--- src/rtl/skin_bbox.sv ---
// Skin-mask bounding-box tracker: accumulates min/max column/row and pixel count of
// skin pixels over each complete frame and reports them once per frame.
module skin_bbox #(
    parameter int unsigned XW      = 12,
    parameter int unsigned YW      = 12,
    parameter int unsigned CW      = 24,
    parameter int unsigned MIN_PIX = 64
) (
    input  logic          iClk,
    input  logic          iRst,
    input  logic [7:0]    iY,
    input  logic          iLineValid,
    input  logic          iFrameValid,
    output logic [XW-1:0] oXMin,
    output logic [XW-1:0] oXMax,
    output logic [YW-1:0] oYMin,
    output logic [YW-1:0] oYMax,
    output logic [CW-1:0] oCount,
    output logic          oDetected,
    output logic          oValid
);

    typedef enum logic [1:0] {StSync, StArmed, StActive, StReport} state_e;

    localparam logic [XW-1:0] XAll = '1;
    localparam logic [YW-1:0] YAll = '1;
    localparam logic [CW-1:0] CAll = '1;

    state_e        state_q, state_d;
    logic [XW-1:0] x_q, x_d;
    logic [YW-1:0] y_q, y_d;
    logic          lv_q, lv_d;

    logic [XW-1:0] xmin_q, xmin_d, xmax_q, xmax_d;
    logic [YW-1:0] ymin_q, ymin_d, ymax_q, ymax_d;
    logic [CW-1:0] cnt_q, cnt_d;

    logic [XW-1:0] rxmin_q, rxmin_d, rxmax_q, rxmax_d;
    logic [YW-1:0] rymin_q, rymin_d, rymax_q, rymax_d;
    logic [CW-1:0] rcnt_q, rcnt_d;
    logic          rdet_q, rdet_d;
    logic          valid_q, valid_d;

    logic          active, skin, det_ok;
    logic [XW-1:0] bxmin, bxmax, uxmin, uxmax;
    logic [YW-1:0] bymin, bymax, uymin, uymax;
    logic [CW-1:0] bcnt, ucnt;

    always_comb begin
        active = iFrameValid & iLineValid;
        skin   = active & iY[7];
        det_ok = (cnt_q >= CW'(MIN_PIX)) && (cnt_q != '0);

        x_d = x_q;
        if (!iLineValid) begin
            x_d = '0;
        end else if (active && x_q != XAll) begin
            x_d = x_q + XW'(1);
        end

        y_d = y_q;
        if (!iFrameValid) begin
            y_d = '0;
        end else if (lv_q && !iLineValid && y_q != YAll) begin
            y_d = y_q + YW'(1);
        end
        lv_d = iLineValid;

        // The first cycle of a frame is seen in StArmed, so its pixel folds into cleared values.
        bxmin = xmin_q;
        bxmax = xmax_q;
        bymin = ymin_q;
        bymax = ymax_q;
        bcnt  = cnt_q;
        if (state_q == StArmed) begin
            bxmin = XAll;
            bxmax = '0;
            bymin = YAll;
            bymax = '0;
            bcnt  = '0;
        end

        uxmin = bxmin;
        uxmax = bxmax;
        uymin = bymin;
        uymax = bymax;
        ucnt  = bcnt;
        if (skin) begin
            if (x_q < bxmin) uxmin = x_q;
            if (x_q > bxmax) uxmax = x_q;
            if (y_q < bymin) uymin = y_q;
            if (y_q > bymax) uymax = y_q;
            if (bcnt != CAll) ucnt = bcnt + CW'(1);
        end

        state_d = state_q;
        xmin_d  = xmin_q;
        xmax_d  = xmax_q;
        ymin_d  = ymin_q;
        ymax_d  = ymax_q;
        cnt_d   = cnt_q;
        rxmin_d = rxmin_q;
        rxmax_d = rxmax_q;
        rymin_d = rymin_q;
        rymax_d = rymax_q;
        rcnt_d  = rcnt_q;
        rdet_d  = rdet_q;
        valid_d = 1'b0;

        unique case (state_q)
            StSync: begin
                if (!iFrameValid) state_d = StArmed;
            end
            StArmed: begin
                xmin_d = uxmin;
                xmax_d = uxmax;
                ymin_d = uymin;
                ymax_d = uymax;
                cnt_d  = ucnt;
                if (iFrameValid) state_d = StActive;
            end
            StActive: begin
                xmin_d = uxmin;
                xmax_d = uxmax;
                ymin_d = uymin;
                ymax_d = uymax;
                cnt_d  = ucnt;
                if (!iFrameValid) begin
                    state_d = StReport;
                    valid_d = 1'b1;
                    rcnt_d  = cnt_q;
                    rdet_d  = det_ok;
                    rxmin_d = det_ok ? xmin_q : '0;
                    rxmax_d = det_ok ? xmax_q : '0;
                    rymin_d = det_ok ? ymin_q : '0;
                    rymax_d = det_ok ? ymax_q : '0;
                end
            end
            StReport: begin
                state_d = StArmed;
            end
            default: state_d = StSync;
        endcase
    end

    always_ff @(posedge iClk) begin
        if (iRst) begin
            state_q <= StSync;
            x_q     <= '0;
            y_q     <= '0;
            lv_q    <= 1'b0;
            xmin_q  <= XAll;
            xmax_q  <= '0;
            ymin_q  <= YAll;
            ymax_q  <= '0;
            cnt_q   <= '0;
            rxmin_q <= '0;
            rxmax_q <= '0;
            rymin_q <= '0;
            rymax_q <= '0;
            rcnt_q  <= '0;
            rdet_q  <= 1'b0;
            valid_q <= 1'b0;
        end else begin
            state_q <= state_d;
            x_q     <= x_d;
            y_q     <= y_d;
            lv_q    <= lv_d;
            xmin_q  <= xmin_d;
            xmax_q  <= xmax_d;
            ymin_q  <= ymin_d;
            ymax_q  <= ymax_d;
            cnt_q   <= cnt_d;
            rxmin_q <= rxmin_d;
            rxmax_q <= rxmax_d;
            rymin_q <= rymin_d;
            rymax_q <= rymax_d;
            rcnt_q  <= rcnt_d;
            rdet_q  <= rdet_d;
            valid_q <= valid_d;
        end
    end

    assign oXMin     = rxmin_q;
    assign oXMax     = rxmax_q;
    assign oYMin     = rymin_q;
    assign oYMax     = rymax_q;
    assign oCount    = rcnt_q;
    assign oDetected = rdet_q;
    assign oValid    = valid_q;

endmodule

--- config.mk ---
export PLATFORM = sky130hd
export DESIGN_NAME = skin_bbox
export DESIGN_NICKNAME = d
export VERILOG_FILES = /design/src/rtl/skin_bbox.sv
export SDC_FILE = /design/constraint.sdc
export NUM_CORES = 1
export LEC_CHECK = 0
export BUFFER_PORTS_ARGS = -buffer_cell sky130_fd_sc_hd__buf_2
export CAP_MARGIN = 20
export CELL_PAD_IN_SITES_DETAIL_PLACEMENT = 2
export CELL_PAD_IN_SITES_GLOBAL_PLACEMENT = 2
export CORE_ASPECT_RATIO = 0.8
export CORE_MARGIN = 2
export CORE_UTILIZATION = 33
export CTS_CLUSTER_SIZE = 25
export DETAILED_ROUTE_END_ITERATION = 8
export PLACE_DENSITY = 0.72
export SYNTH_ARGS = -nofsm -noshare
export SYNTH_HDL_FRONTEND = slang
export SYNTH_SLANG_ARGS = --single-unit
--- constraint.sdc ---
create_clock -name iClk -period 7.45 [get_ports iClk]
set_input_delay 1.49 -clock iClk [delete_from_list [all_inputs] [get_ports iClk]]
set_output_delay 1.49 -clock iClk [all_outputs]
set_load 0.05 [all_outputs]
## Word level (Yosys, flattened, before mapping)

Index checks and enable logic that the tools add are counted.

- Register bits: 173
- Bits of input ports: 12
- Word-level logic and storage cells: 75

- $add $sub $neg: 3
- $lt $le $gt $ge: 5
- Eq/ne operators: 9
- Mux-type cells: 24
- Bitwise logic cells: 5
- Reductions and logical operators: 13

Operator list:

| operator | number |
|---|---|
| $mux W12 | 16 |
| $mux W24 | 3 |
| $add A12 B1 Y12 const B | 2 |
| $add A24 B1 Y24 const B | 1 |
| $ge A24 B7 Y1 const B | 1 |
| $gt A12 B12 Y1 | 2 |
| $lt A12 B12 Y1 | 2 |
| $ne A12 B12 Y1 const B | 2 |
| $ne A24 B24 Y1 const B | 1 |
| $reduce_bool A24 Y1 | 1 |
| $pmux W2 S4 | 1 |
| $reduce_or A2 Y1 | 4 |
| $mux W2 | 3 |
| $ne A2 B2 Y1 const B | 3 |
| $eq A2 B2 Y1 const B | 2 |
| $logic_and A1 B1 Y1 | 4 |
| $not A1 Y1 | 3 |
| $reduce_and A3 Y1 | 1 |
| $and A1 B1 Y1 | 2 |
| $eq A2 B1 Y1 const B | 1 |
| $logic_not A2 Y1 | 1 |
| $reduce_and A2 Y1 | 1 |
| $logic_not A1 Y1 | 1 |
| $mux W1 | 1 |

## Depth between registers and ports, before layout

- Depth in word-level cells: 5
- Gate-level depth with buffers: 15

## Worst setup path after synthesis

Ideal clock, no wire load.

- Path kind: reg-to-reg
- From: register state_q[1]
- To: register ymin_q[10]
- Arrival time: 3.086 ns
- Required time: 7.324 ns
- Path slack: 4.238 ns
- Stages on the path, launching flop included: 16
- Buffers on the path: 5
- Cells stage by stage: dfxtp_1 -> inv_1 -> ha_1 -> buf_4 -> clkbuf_1 -> clkbuf_1 -> clkbuf_1 -> nor2_1 -> ha_1 -> a21o_1 -> a21oi_1 -> a21oi_1 -> a2111oi_0 -> o211ai_1 -> buf_2 -> mux2i_1

- Word-level cells in the longest chain between the ends: 5

RTL lines:

| item | RTL line | source |
|---|---|---|
| start, declared | 29 | `state_e state_q, state_d;` |
| start signal, assigned | 148 | `state_q <= StSync;` |
| start signal, assigned | 165 | `state_q <= state_d;` |
| $eq A2 B1 Y1 | 75, 110 |  |
| $mux W12 | 75 | `if (state_q == StArmed) begin` |
| $lt A12 B12 Y1 | 91 | `if (y_q < bymin) uymin = y_q;` |
| $mux W12 | 91 |  |
| $mux W12 | 88 | `if (skin) begin` |
| end signal, assigned | 154 | `ymin_q <= YAll;` |
| end signal, assigned | 171 | `ymin_q <= ymin_d;` |
| end, declared | 35 | `logic [YW-1:0] ymin_q, ymin_d, ymax_q, ymax_d;` |

Parallel ways exist; a longest one is shown, timed or not.
A chain may end at the register's enable or synchronous reset.

## Final worst setup path

- From: register state_q[1]
- To: register xmin_q[0]

- Word-level cells in the longest chain between the ends: 5

RTL lines:

| item | RTL line | source |
|---|---|---|
| $eq A2 B1 Y1 | 75, 110 |  |
| $mux W12 | 75 |  |
| $lt A12 B12 Y1 | 89 | `if (x_q < bxmin) uxmin = x_q;` |
| $mux W12 | 89 |  |
| $mux W12 | 88 |  |
| end signal, assigned | 152 | `xmin_q <= XAll;` |
| end signal, assigned | 169 | `xmin_q <= xmin_d;` |
| end, declared | 34 | `logic [XW-1:0] xmin_q, xmin_d, xmax_q, xmax_d;` |

Parallel ways exist; a longest one is shown, timed or not.

==> metrics.txt <==
Core Rows=51; Final Cycle Share=50.02%; Max-Cap Viols=0; Routed Antenna Nets=0; multi-input logic area=0.004379 mm^2; Hold Path Class=flop to flop; Synth Area per Inst=approximately 8.7 um^2; Worst setup SP type=flop; chip width=179.2 um; ant diodes=0; Routed WL=between 20,000 and 25,000 um; Synth Flop Type=dfxtp_1; die height=144.1 um; P_leak=3.743 nW; Final Max Tran Viols=0; Slew HR=about 39%; outcome=finished, final reports clean; critical path required time=slightly below 8 ns; post-CTS sizing=0; crit path time final=roughly 3.7 ns; CORE AREA=0.02425 mm^2; hold buffer count at CTS=0; most common cell in the synthesized netlist=dfxtp_1; Fmax=268.3 MHz; router iterations before antenna repair=4; Final WS setup=roughly 3.7 ns; DPL Wire Length=16,110 um; Tot Pwr=just over 2 mW; Yosys top cell by area=dfxtp_1; layout cells sized above 1=13.58%; Clock Skew=0.01130 ns; Top-Level Pins=86; wire per inst=18.01 um; Iteration-0 DRC Markers=271; Setup Fix Bufs, Post-CTS=0; TritonCTS clock tree=yes; Filler Cell Count=between 2,000 and 3,000; Yosys cell types=59; TritonCTS Buffers=17; top cells by count, synth=dfxtp_1, nor2_1, nand2_1; Starting Density=between 30% and 40%; Crit Path Max Fanout=38; gr usage total=18.98%; Seq cells post-synth=approximately 170; I/O Buffers=78; Syn. warnings=0; Cell Pwr Density=219.3 mW/mm^2; Slew @ Worst Pin=between 0.9 and 1 ns; CP Capture Type=flop; Overflow after GRT=0; clock root cell=clkbuf_16; Setup TNS=0 ns; sequential cell area=0.003463 mm^2; Synth Net Count=993; first-pass GRT wire length=between 30,000 and 40,000 um; Peak supply drop=roughly 160 uV; Remaining DRCs=0; Area contributors post-synth=dfxtp_1, ha_1, nor2_1, nand2_1, a22oi_1; sequential area share after synthesis=a little over two fifths; share of flip-flops with an asynchronous set or reset=0%; initial antenna violation count=0; Yosys top cell area share=a little over two fifths; Hold Fails Final Rpt=0; number of synthesized flops with an enable pin=0; clock-pin slew on the worst setup and hold paths=0.07 ns; CTS Buffer Depth=2; clock latency on the worst-skew pair=0.44 ns; RSZ-0062 raised after global routing=false; vias in the first global route=a little over 7,000; worst hold margin=0.4545 ns; endpoints failing setup=0; Final nets=1,040; vias per cell=roughly 5.3; clock net sink count=173; die area=0.02582 mm^2; critical path class=flop to flop; worst endpoint data arrival time=a little over 4 ns; H-Tree Depth=4; detailed-route via count=roughly 6,900; area of the mapped netlist=0.008099 mm^2; gpl congestion=0.7645; Post-Place Setup Slack=roughly 3.5 ns; post-synthesis cell count=928; pin count of the biggest net entering global routing=82; synth-to-layout area growth=15.06%
==> state kept, by name (all words and copies together) (netlist names) <==
register and cells:
ymin_q 12, oXMax 12, lv_q 1, xmin_q 12, x_q 12, oXMin 12
y_q 12, oCount 24, oValid 1, xmax_q 12, oYMin 12, oDetected 1
ymax_q 12, oYMax 12, state_q 2, cnt_q 24
==> per-layer routing <==
layer  up-vias  part of all wire [%]  global-route usage, %
met2        78                    46                  30.55
met5         -                     0                      0
met1      3473                    51                  26.11
li1       3358                     -                      -
met3        15                   2.7                  3.365
met4         0                  0.94                  5.221
==> placed cells by master, fill, tap and decap left out, types with 3 or more instances in the layout <==
master      count
dfxtp_1       173
nor2_1        152
nand2_1       102
buf_2          77
ha_1           52
a22oi_1        48
a21oi_1        44
nand2b_1       28
mux2i_1        26
nor3_1         25
a22o_1         24
nand3_1        22
xnor2_1        20
nand4_1        19
clkbuf_16      17
xor2_1         15
nor2b_1        12
buf_4          10
inv_1           9
nor4_1          9
o21ai_0         8
a21o_1          5
and3_1          5
o211ai_1        5
and2_1          5
clkinvlp_4      5
and4_1          4
nand4b_1        4
clkinv_4        4
or3_1           3
a2bb2oi_1       3
a211oi_1        3
==> power by group <==
group / leakage (nW) / internal [mW] / switching, mW
combinational: 2.08 / 0.0573 / 0.135
sequential: 1.40 / 0.939 / 0.0146
clock: 0.268 / 0.504 / 0.394
==> cell type report <==
class / count / share of cell area [%]
Multi-Input combinational cell: 687 / 46.99
Sequential cell: 173 / 37.16
Timing Repair Buffer: 87 / 4.941
Tap cell: 318 / 4.270
Clock buffer: 19 / 4.753
Inverter: 9 / 0.3625
Clock inverter: 12 / 1.517
==> final timing paths <==
kind / depth (start not counted) / startpoint / slack, ns / end
max reg2reg: 11 / state_q[1]$_SDFFE_PP0P_ / 3.72 / xmin_q[0]$_SDFFE_PP1P_
max: 11 / state_q[1]$_SDFFE_PP0P_ / 3.72 / xmin_q[0]$_SDFFE_PP1P_
min: 2 / oCount[10]$_SDFFE_PP0P_ / 0.45 / oCount[10]$_SDFFE_PP0P_
min reg2reg: 2 / oCount[10]$_SDFFE_PP0P_ / 0.45 / oCount[10]$_SDFFE_PP0P_
==> worst max-delay path, cell delays in order, from the launching register on <==
cell,delay [ns]
dfxtp_1,0.33
inv_1,0.10
ha_2,0.65
buf_4,0.43
nor2_1,0.08
ha_1,0.30
a21o_1,0.16
a21oi_1,0.13
a2111oi_0,0.16
nor4_1,0.39
and3_1,0.65
mux2i_1,0.26
==> per-stage QoR <==
stage                     instance area (um^2)  utilization (%)  std cells
after floorplan                           8099                -        928
after global placement                    8735            36.02       1274
after detailed placement                  8735            36.02       1274
after CTS                                 9319            38.43       1305
after global routing                      9319            38.43       1305
final                                     9319            38.43       1305
==> kinds of logic after synthesis <==
group	count (synthesis)	share of synthesized area (%)
adder cells (fa/ha/maj)	53	8.188
flip-flops	173	42.76
multiplexers	26	3.213
AO/OA/AOI/OAI	162	14.23
buffers and inverters	68	3.383
XOR/XNOR	35	3.785
AND/OR/NAND/NOR	411	24.44
No activity file was read; power rests on OpenSTA's default activity.
